## src/rtl/approx_err_monitor.sv

```systemverilog
// Exhaustive-sweep error evaluator: walks every input vector through an approximate
// and an exact combinational circuit and accumulates max, count and sum of |error|.
module approx_err_monitor #(
   parameter int N_IN  = 4,
   parameter int N_OUT = 2,
   parameter int ET    = 1
) (
   input  logic                  clk,
   input  logic                  rst,
   input  logic                  start,
   input  logic                  abort,
   output logic [N_IN-1:0]       vec_out,
   input  logic [N_OUT-1:0]      approx_in,
   input  logic [N_OUT-1:0]      exact_in,
   output logic                  busy,
   output logic                  done,
   output logic [N_OUT-1:0]      max_err,
   output logic [N_IN:0]         err_count,
   output logic [N_IN+N_OUT-1:0] sum_err,
   output logic                  pass
);

   typedef enum logic [1:0] {
      IDLE,
      DRIVE,
      SAMPLE,
      DONE
   } state_t;

   localparam logic [N_OUT:0] ET_W = (N_OUT+1)'(ET);

   state_t                  state, state_nxt;
   logic [N_IN-1:0]         vec_nxt;
   logic                    busy_nxt, done_nxt, pass_nxt;
   logic [N_OUT-1:0]        max_nxt;
   logic [N_IN:0]           cnt_nxt;
   logic [N_IN+N_OUT-1:0]   sum_nxt;

   logic [N_OUT-1:0]        err_mag;
   logic [N_OUT-1:0]        max_upd;

   // The guarded subtraction never underflows, so the magnitude fits N_OUT bits.
   always_comb begin
      err_mag = (approx_in >= exact_in) ? (approx_in - exact_in) : (exact_in - approx_in);
      max_upd = (err_mag > max_err) ? err_mag : max_err;
   end

   always_comb begin
      state_nxt = state;
      vec_nxt   = vec_out;
      busy_nxt  = busy;
      done_nxt  = done;
      pass_nxt  = pass;
      max_nxt   = max_err;
      cnt_nxt   = err_count;
      sum_nxt   = sum_err;

      unique case (state)
         IDLE, DONE: begin
            if (start) begin
               state_nxt = DRIVE;
               vec_nxt   = '0;
               busy_nxt  = 1'b1;
               done_nxt  = 1'b0;
               pass_nxt  = 1'b0;
               max_nxt   = '0;
               cnt_nxt   = '0;
               sum_nxt   = '0;
            end
         end

         DRIVE: begin
            if (abort) begin
               state_nxt = IDLE;
               busy_nxt  = 1'b0;
               done_nxt  = 1'b0;
               pass_nxt  = 1'b0;
            end else begin
               state_nxt = SAMPLE;
            end
         end

         SAMPLE: begin
            if (abort) begin
               state_nxt = IDLE;
               busy_nxt  = 1'b0;
               done_nxt  = 1'b0;
               pass_nxt  = 1'b0;
            end else begin
               max_nxt = max_upd;
               if (err_mag != '0) cnt_nxt = err_count + (N_IN+1)'(1);
               sum_nxt = sum_err + (N_IN+N_OUT)'(err_mag);
               if (vec_out == '1) begin
                  state_nxt = DONE;
                  busy_nxt  = 1'b0;
                  done_nxt  = 1'b1;
                  pass_nxt  = ({1'b0, max_upd} <= ET_W);
               end else begin
                  state_nxt = DRIVE;
                  vec_nxt   = vec_out + (N_IN)'(1);
               end
            end
         end

         default: state_nxt = IDLE;
      endcase
   end

   always_ff @(posedge clk) begin
      if (rst) begin
         state     <= IDLE;
         vec_out   <= '0;
         busy      <= 1'b0;
         done      <= 1'b0;
         pass      <= 1'b0;
         max_err   <= '0;
         err_count <= '0;
         sum_err   <= '0;
      end else begin
         state     <= state_nxt;
         vec_out   <= vec_nxt;
         busy      <= busy_nxt;
         done      <= done_nxt;
         pass      <= pass_nxt;
         max_err   <= max_nxt;
         err_count <= cnt_nxt;
         sum_err   <= sum_nxt;
      end
   end

endmodule

```

## config.mk

```make
export PLATFORM = sky130hd
export DESIGN_NAME = approx_err_monitor
export DESIGN_NICKNAME = d
export VERILOG_FILES = /design/src/rtl/approx_err_monitor.sv
export SDC_FILE = /design/constraint.sdc
export NUM_CORES = 1
export LEC_CHECK = 0
export ABC_AREA = 1
export CAP_MARGIN = 15
export CORE_UTILIZATION = 62
export CTS_CLUSTER_SIZE = 25
export DETAILED_ROUTE_END_ITERATION = 10
export DONT_BUFFER_PORTS = 1
export PLACE_DENSITY = 0.78
export SETUP_SLACK_MARGIN = 0.4
export SYNTH_ARGS = -nofsm -noshare
export SYNTH_HDL_FRONTEND = slang
export SYNTH_SLANG_ARGS = --single-unit
export TNS_END_PERCENT = 50
```

## constraint.sdc

```tcl
create_clock -name clk -period 3 [get_ports clk]
set_input_delay 0.6 -clock clk [delete_from_list [all_inputs] [get_ports clk]]
set_output_delay 0.6 -clock clk [all_outputs]
set_load 0.02 [all_outputs]
```

# Yosys cells after proc, flatten, opt, wreduce, memory -nomap -nowiden
# Cells that the tools add are included.
totals:
  register_bits: 22
  inputBits: 8
  out_inout_bits: 20
  elab_cells: 67
classes:
  addsub: 5
  order_cmp: 3
  eq_ne: 10
  n_mux: 33
  reduce_logical: 8
ops:
  columns: ["cell", "count"]
  rows:
  - ["$mux W2", 8]
  - ["$mux W5", 3]
  - ["$mux W4", 3]
  - ["$mux W6", 2]
  - ["$pmux W6 S2", 1]
  - ["$ne A2 B2 Y1 const B", 5]
  - ["$pmux W5 S2", 1]
  - ["$mux W1", 9]
  - ["$pmux W1 S3", 3]
  - ["$pmux W4 S2", 1]
  - ["$reduce_and A4 Y1", 2]
  - ["$add A6 B2 Y6", 1]
  - ["$pmux W2 S3", 1]
  - ["$reduce_and A3 Y1", 2]
  - ["$add A5 B1 Y5 const B", 1]
  - ["$add A4 B1 Y4 const B", 1]
  - ["$eq A2 B2 Y1 const B", 2]
  - ["$eq A4 B4 Y1 const B", 1]
  - ["$pmux W2 S2", 1]
  - ["$reduce_bool A2 Y1", 2]
  - ["$sub A2 B2 Y2", 2]
  - ["$ne A3 B3 Y1 const B", 1]
  - ["$eq A2 B1 Y1 const B", 1]
  - ["$ge A2 B2 Y1", 1]
  - ["4 further kinds", 4]

# Depth between registers and ports, before layout
# Gate-level depths: netlist (run 1).
logic_depth:
  ltp_word: 8
  mapped_depth: 16
  mapped_depth_nobuf: 16

# Least setup slack after synthesis (run 1)
# Ideal clock, no wire load.
synth_timing:
  path_kind: "in2reg"
  startpoint: "in approx_in[0]"
  endpoint: "reg sum_err[5]"
  arrival_time_ps: 2269
  required_time_ps: 2887
  setup_slack_ps: 618
  path_stages: 14
  path_buffers: 0
  path_cell_list: "inv_1 > ha_1 > fa_1 > inv_1 > nand2_1 > nand2_1 > ha_1 > nand2_1 > nand2_1 > nand2_1 > nor2_8 > nand3_2 > nor2_1 > nor2_1"
synth_via:
  elab_chain_len: 5
  word_cells_on_any_way: 7
  classes_between: "3 x add/sub; 1 x order compare; 3 x mux"
synth_rtl:
  columns: ["element", "line", "text"]
  rows:
  - ["from (decl)", "13", "input logic [N_OUT-1:0] approx_in,"]
  - ["$sub A2 B2 Y2 or $ge A2 B2 Y1 (tied branches)", "44", "err_mag = (approx_in >= exact_in) ? (approx_in - exact_in) : (exact_in - approx_in);"]
  - ["$mux W2 *", "44", null]
  - ["$add A6 B2 Y6 *", "92", "sum_nxt = sum_err + (N_IN+N_OUT)'(err_mag);"]
  - ["$mux W6 *", "84", "if (abort) begin"]
  - ["$pmux W6 S2 *", "58", "unique case (state)"]
  - ["to (signal assigned)", "127", "sum_err <= sum_nxt;"]
  - ["to (decl)", "19", "output logic [N_IN+N_OUT-1:0] sum_err,"]
# Mark *: on every way between the ends. The rest lies on a longest branch, timed or not. The select of a mux whose other input is x is not followed.
# A chain may end at the register's enable or synchronous reset.

# Worst setup path after layout (run 1)
# Ends and elaborated chain as after synthesis.

==> out/metrics.yaml, run 1 <==
run_status:
  status: "completed"
setup_path:
  path_cells: "inv_1, ha_1, fa_1, inv_1, nand2_1, nand2_1, ha_1, nand2_1, nand2_1, nand2_1, nor2_8, nand3_2, nor2_1, nor2_1"
  startpoint: "approx_in[0]"
  reg2reg_from: "state[0]$_SDFFE_PP0P_"
  r2r-end: "vec_out[3]$_SDFFE_PP0P_"
  cp.arrival_ns: 2.43
  cp-start-kind: "input port"
  crit_type: "in2reg"
  critical-path-max-stage-delay_ns: 0.48
  cpMostUsedCell: "nand2_1"
  crit_end: "sum_err[5]$_SDFFE_PP0P_"
  end_kind: "flip-flop"
  required_ns: 3.21
  critPathSlowestCell: "fa_1"
  reg2reg_setup_slack_ns: 1.07
  cp_max_fo: 3
  r2r.worst_path.cells: 9
power:
  switchingPower_w: 0.000197
  cellPowerDensity_nw_per_um2: 403
  p_int_w: 0.000398
  seqPwrFrac_pct: 54.3
  p_leak_nw: 0.703
  power.share.combinational_pct: 23.7
  vdd_drop_max_mv: 0.270
  p_clk_share_pct: 22.1
  switching_share_pct: 33.1
clock_tree:
  insertion_delay_ns: 0.30
  cts_buffers: 3
  clock_sinks: 22
  postCtsSetupBuffers: 0
  cts_buffer_depth: 2
  clk_pin_slew_ns: 0.11
  root_buffer: "clkbuf_4"
  cts_max_level: 1
  cts_resized: 0
  cts_hold_buffers: 0
  tritoncts: "yes"
global_route:
  antenna_found_initial: 0
  grt_overflow: 0
  grt_pass1_wl_microns: 4590
  grtUsageMet2_pct: 42.4
  grt_pass1_vias: 1149
  grt_use_met3_pct: 5.45
  use_met1_pct: 26.8
  grt_max_degree: 14
  track_usage_pct: 24.2
  grt_most_used_layer: "met2"
synth:
  post_synth.cell_area_avg_sq_um: 7.21
  ys_seq_elements: 22
  synth_area_leaders: "dfxtp_1 (30%), nand2_1 (12%), ha_1 (11%)"
  yosysSeqAreaShare_pct: 30.4
  synth_flop_cell: "dfxtp_1"
  synth_warnings: 0
  synth_edf_count: 0
  yosys.area.top_type: "dfxtp_1"
  synthCells: 201
  syn_nets: 224
  yosysTopAreaCellShare_pct: 30.4
  synth_area_sq_um: 1450
  synth.distinct_cells: 29
  async_reset_ff_share_pct: 0
floorplan:
  die_h_microns: 50.3
  num_rows: 17
  initial_utilization_pct: 65.5
  dieWidth_microns: 50.3
  ios: 28
  dieArea_sq_um: 2530
  core_area_sq_um: 2210
timing:
  relSlewSlack_pct: 66.3
  finalHoldViolCount: 0
  slew_violations: 0
  period_share_pct: 74.0
  fmax_mhz: 451
  worstMarginPinSlew_ns: 0.505
  finalSetupTns_ns: 0
  hold_slack_ns: 0.346
  period_needed_ns: 2.22
  finalClockSkew_ns: 0.00246
  rsz0062_at_grt: "no"
  finalSetupViolCount: 0
placed_design:
  dp_hpwl_microns: 2050
  gp_congestion: 0.767
  portBuffers: 0
finish:
  drive_gt1_share_pct: 8.96
  mostFrequentLayoutCell: "nand2_1"
  layout_common_cells: "nand2_1 (46), inv_1 (36), dfxtp_1 (22), nand3_1 (18), a21oi_1 (17)"
  final_nets: 226
  n_antenna_cell: 0
  syn_to_final_growth_pct: 1.90
route:
  antenna_left: 0
  via_per_inst: 5.15
  route.detailed.drc: 0
  wl_microns: 2630
  post_drt_wl_per_cell_microns: 11.5
  vias: 1180
  dr.first_iter.drc_count: 22
  drt-pass1-iter-count: 4
min_path:
  hold_path.startpoint: "rst"
  min-delay-path-class: "in2reg"
run:
  maxCapViolCount: 0
==> metrics by stage <==
step	cell area (sq um)	worst slack, ns	total power (W)	util (%)	std cells
after CTS	1480	0.810	0.000604	66.7	229
after floorplan	1450	0.618	0.000456	-	201
after global placement	1450	0.524	0.000467	65.7	226
after detailed placement	1450	0.486	0.000470	65.7	226
after global routing	1480	0.645	0.000643	66.7	229
final	1480	0.781	0.000595	66.7	229
==> routing by layer <==
metal	wire length, microns	up-vias	part of all wire (%)
met5	0	-	0
met4	45	0	1.7
met3	106	4	4.0
met2	1280	19	49
met1	1190	523	45
li1	-	634	-
==> sequential cells by signal, summed over array words and instances, names as in the netlist <==
register   flops
done           1
vec_out        4
sum_err        6
pass           1
busy           1
err_count      5
max_err        2
state          2
==> layout make-up <==
| type | count | area [sq um] |
|---|---|---|
| Clock buffer | 3 | 22.5 |
| Fill cell | 207 | 736 |
| Inverter | 41 | 159 |
| Multi-Input combinational cell | 135 | 820 |
| Sequential cell | 22 | 440 |
| Tap cell | 28 | 35.0 |
==> worst min path at each step <==
| stage | end | slack (ns) | cells past startpoint |
|---|---|---|---|
| after floorplan | state[1]$_SDFFE_PP0P_ | 0.46 | 2 |
| after global placement | state[1]$_SDFFE_PP0P_ | 0.47 | 2 |
| after detailed placement | state[0]$_SDFFE_PP0P_ | 0.47 | 2 |
| after CTS | state[0]$_SDFFE_PP0P_ | 0.33 | 1 |
| after global routing | state[0]$_SDFFE_PP0P_ | 0.32 | 1 |
| final | err_count[2]$_SDFFE_PP0P_ | 0.35 | 1 |
==> worst max-delay path: cells and delay by family <==
family / cells / cell delay (ns)
adders and majority gates: 3 / 0.95
and+or+nand+nor: 9 / 0.81
buffers and inverters: 2 / 0.06
==> power groups by stage <==
stage	logic [W]	registers (W)	clock network (W)
after global placement	0.000138	0.000329	0
final	0.000141	0.000323	0.000131
after CTS	0.000141	0.000323	0.000140
after floorplan	0.000129	0.000327	0
after global routing	0.000166	0.000325	0.000152
after detailed placement	0.000140	0.000330	0
==> synth_stat cells (all sizes together) (3+ instances only) <==
cell / number
ha: 13
nand4: 3
nand2: 49
nand3: 20
inv: 41
nor2: 17
o21ai: 4
a21oi: 18
o21bai: 3
dfxtp: 22
==> logic make-up after synthesis <==
logic type               synth area share, %
XOR/XNOR                                1.21
buffers and inverters                   13.0
AO/OA/AOI/OAI                           10.4
adder cells (fa/ha/maj)                 14.0
AND/OR/NAND/NOR                         30.9
flip-flops                              30.4
Power figures use the tool's default switching activity.
==> run 2, diff against run 1 <==
clock period = 2.1 ns   (was 3 ns; I/O delays follow)
==> run 2 against run 1 <==
Compared with the run above:
- global-route usage increased by 1.1 points
- register-to-register slack lost 0.60 ns
- clock skew fell by 0.00057 ns
- final cell count is 3.5% higher
- routed wire length up 11%
- non-clock buffer count is 7 higher
- hold slack got worse by 0.20 ns
- clock power increased to 2.5 times the previous value
==> out/metrics.yaml, run 2 (same netlist as run 1, synthesis figures left out) <==
setup_path:
  critical-path-max-stage-delay_ns: 0.52
  path_cells: "inv_8, ha_4, fa_2, inv_2, nand2_2, nand2_4, ha_4, nand2_2, nand2_2, nand2_4, nor2_8, buf_4, xnor2_1, nor2_1"
  cpMostUsedCell: "nand2_2"
  startpoint: "approx_in[0]"
  crit_type: "in2reg"
  r2r.worst_path.cells: 8
  end_kind: "flip-flop"
  cp_max_fo: 3
  cp-start-kind: "input port"
  reg2reg_setup_slack_ns: 0.47
  reg2reg_from: "state[0]$_SDFFE_PP0P_"
  crit_end: "sum_err[3]$_SDFFE_PP0P_"
  cp.arrival_ns: 2.12
  critPathSlowestCell: "fa_2"
  r2r-end: "sum_err[2]$_SDFFE_PP0P_"
  required_ns: 2.33
timing:
  worstMarginPinSlew_ns: 0.405
  slew_violations: 0
  finalSetupViolCount: 0
  finalClockSkew_ns: 0.00189
  finalSetupTns_ns: 0
  finalHoldViolCount: 0
  period_needed_ns: 1.89
  fmax_mhz: 528
  period_share_pct: 90.2
  rsz0062_at_grt: "yes"
  relSlewSlack_pct: 72.9
placed_design:
  portBuffers: 0
  gp_congestion: 0.754
  dp_hpwl_microns: 2220
  dp_cells: 229
finish:
  final_nets: 233
  largest_reg_flops: 6
  largest_registers: "sum_err (6), err_count (5), vec_out (4)"
  final_util_pct: 74.3
  syn_to_final_growth_pct: 13.5
  n_antenna_cell: 0
  fillers: 177
  layout_common_cells: "nand2_1 (40), inv_1 (33), dfxtp_1 (21), nand3_1 (18), a21oi_1 (16)"
  drive_gt1_share_pct: 20.6
  final_cell_count_no_fill: 237
  mostFrequentLayoutCell: "nand2_1"
  largest_register: "sum_err"
clock_tree:
  clk_pin_slew_ns: 0.13
  cts_max_level: 1
  cts_buffers: 3
  root_buffer: "clkbuf_4"
  clock_sinks: 22
  cts_buffer_depth: 2
  insertion_delay_ns: 0.32
  tritoncts: "yes"
route:
  post_drt_wl_per_cell_microns: 12.3
  vias: 1263
  wl_microns: 2930
  via_per_inst: 5.33
  drt-pass1-iter-count: 4
  antenna_left: 0
  dr.first_iter.drc_count: 31
  route.detailed.drc: 0
floorplan:
  ios: 28
  initial_utilization_pct: 65.5
  dieArea_sq_um: 2530
  die_h_microns: 50.3
  core_area_sq_um: 2210
  num_rows: 17
  dieWidth_microns: 50.3
run:
  maxCapViolCount: 0
global_route:
  grt_pass1_vias: 1201
  antenna_found_initial: 0
  grt_overflow: 0
  track_usage_pct: 25.3
  grt_pass1_wl_microns: 4820
  grt_max_degree: 14
power:
  cellPowerDensity_nw_per_um2: 636
  vdd_drop_max_mv: 0.471
  p_leak_nw: 0.767
run_status:
  status: "completed"
min_path:
  min-delay-path-class: "in2reg"
  hold_path.startpoint: "rst"
run 2: changes by cell type in the layout (fill, tap and decap cells not counted), sizes merged:
cell / delta
buf: +7
bufinv: +1
run 2: power breakdown:
part | internal (W) | switching (W)
Clock | 0.000193 | 0.000141
Combinational | 0.000101 | 0.000148
Sequential | 0.000433 | 0.0000294
run 2: cell type report:
class                      count  area [sq um]  area share [%]
clock buffer                   3          22.5            1.37
sequential                    22           442            26.9
timing repair buffer           7          52.6            3.20
inverter                      41           166            10.1
tap                           28          35.0            2.13
multi-input combinational    135           896            54.5
clock inverter                 1          30.0            1.83
run 2: worst min path at each step:
stage	cells past startpoint	slack (ns)	end
floorplan	2	0.46	state[1]$_SDFFE_PP0P_
global placement	2	0.47	state[0]$_SDFFE_PP0P_
CTS	1	0.14	sum_err[0]$_SDFFE_PP0P_
finish	1	0.15	sum_err[4]$_SDFFE_PP0P_
global route	1	0.13	sum_err[0]$_SDFFE_PP0P_
detailed placement	2	0.49	state[1]$_SDFFE_PP0P_
run 2: repair_timing:
action / 4_1_cts / 5_1_grt
buffers inserted: 0 / 4
pin swaps: 3 / 11
endpoints found under the setup margin: 6 / 15
hold buffers: 0 / 0
gates cloned: 0 / 0
resized for setup: 1 / 12
run 2: per-stage QoR:
stage | cell area [sq um] | total power [W] | setup slack, ns | hold WS, ns
2_1_floorplan | 1480 | 0.000659 | 0.000628 | 0.462
3_3_place_gp | 1510 | 0.000683 | -0.0682 | 0.469
3_5_place_dp | 1510 | 0.000692 | -0.0968 | 0.486
4_1_cts | 1560 | 0.00102 | 0.234 | 0.143
5_1_grt | 1640 | 0.00109 | 0.113 | 0.134
6_report | 1640 | 0.00105 | 0.206 | 0.150
run 2: per-layer routing:
layer | track usage (%) | vias to the layer above | wire length (microns)
li1 | - | 648 | -
met1 | 28.1 | 579 | 1280
met2 | 45.8 | 28 | 1440
met3 | 5.45 | 8 | 126
met4 | 10.6 | 0 | 76
met5 | 0 | - | 0
run 2: worst max-delay path: cells and delay by family:
family	cells	cell delay, ns
simple gates	7	0.51
buf+inv	3	0.16
fa+ha+maj	3	0.92
xor+xnor	1	0.10
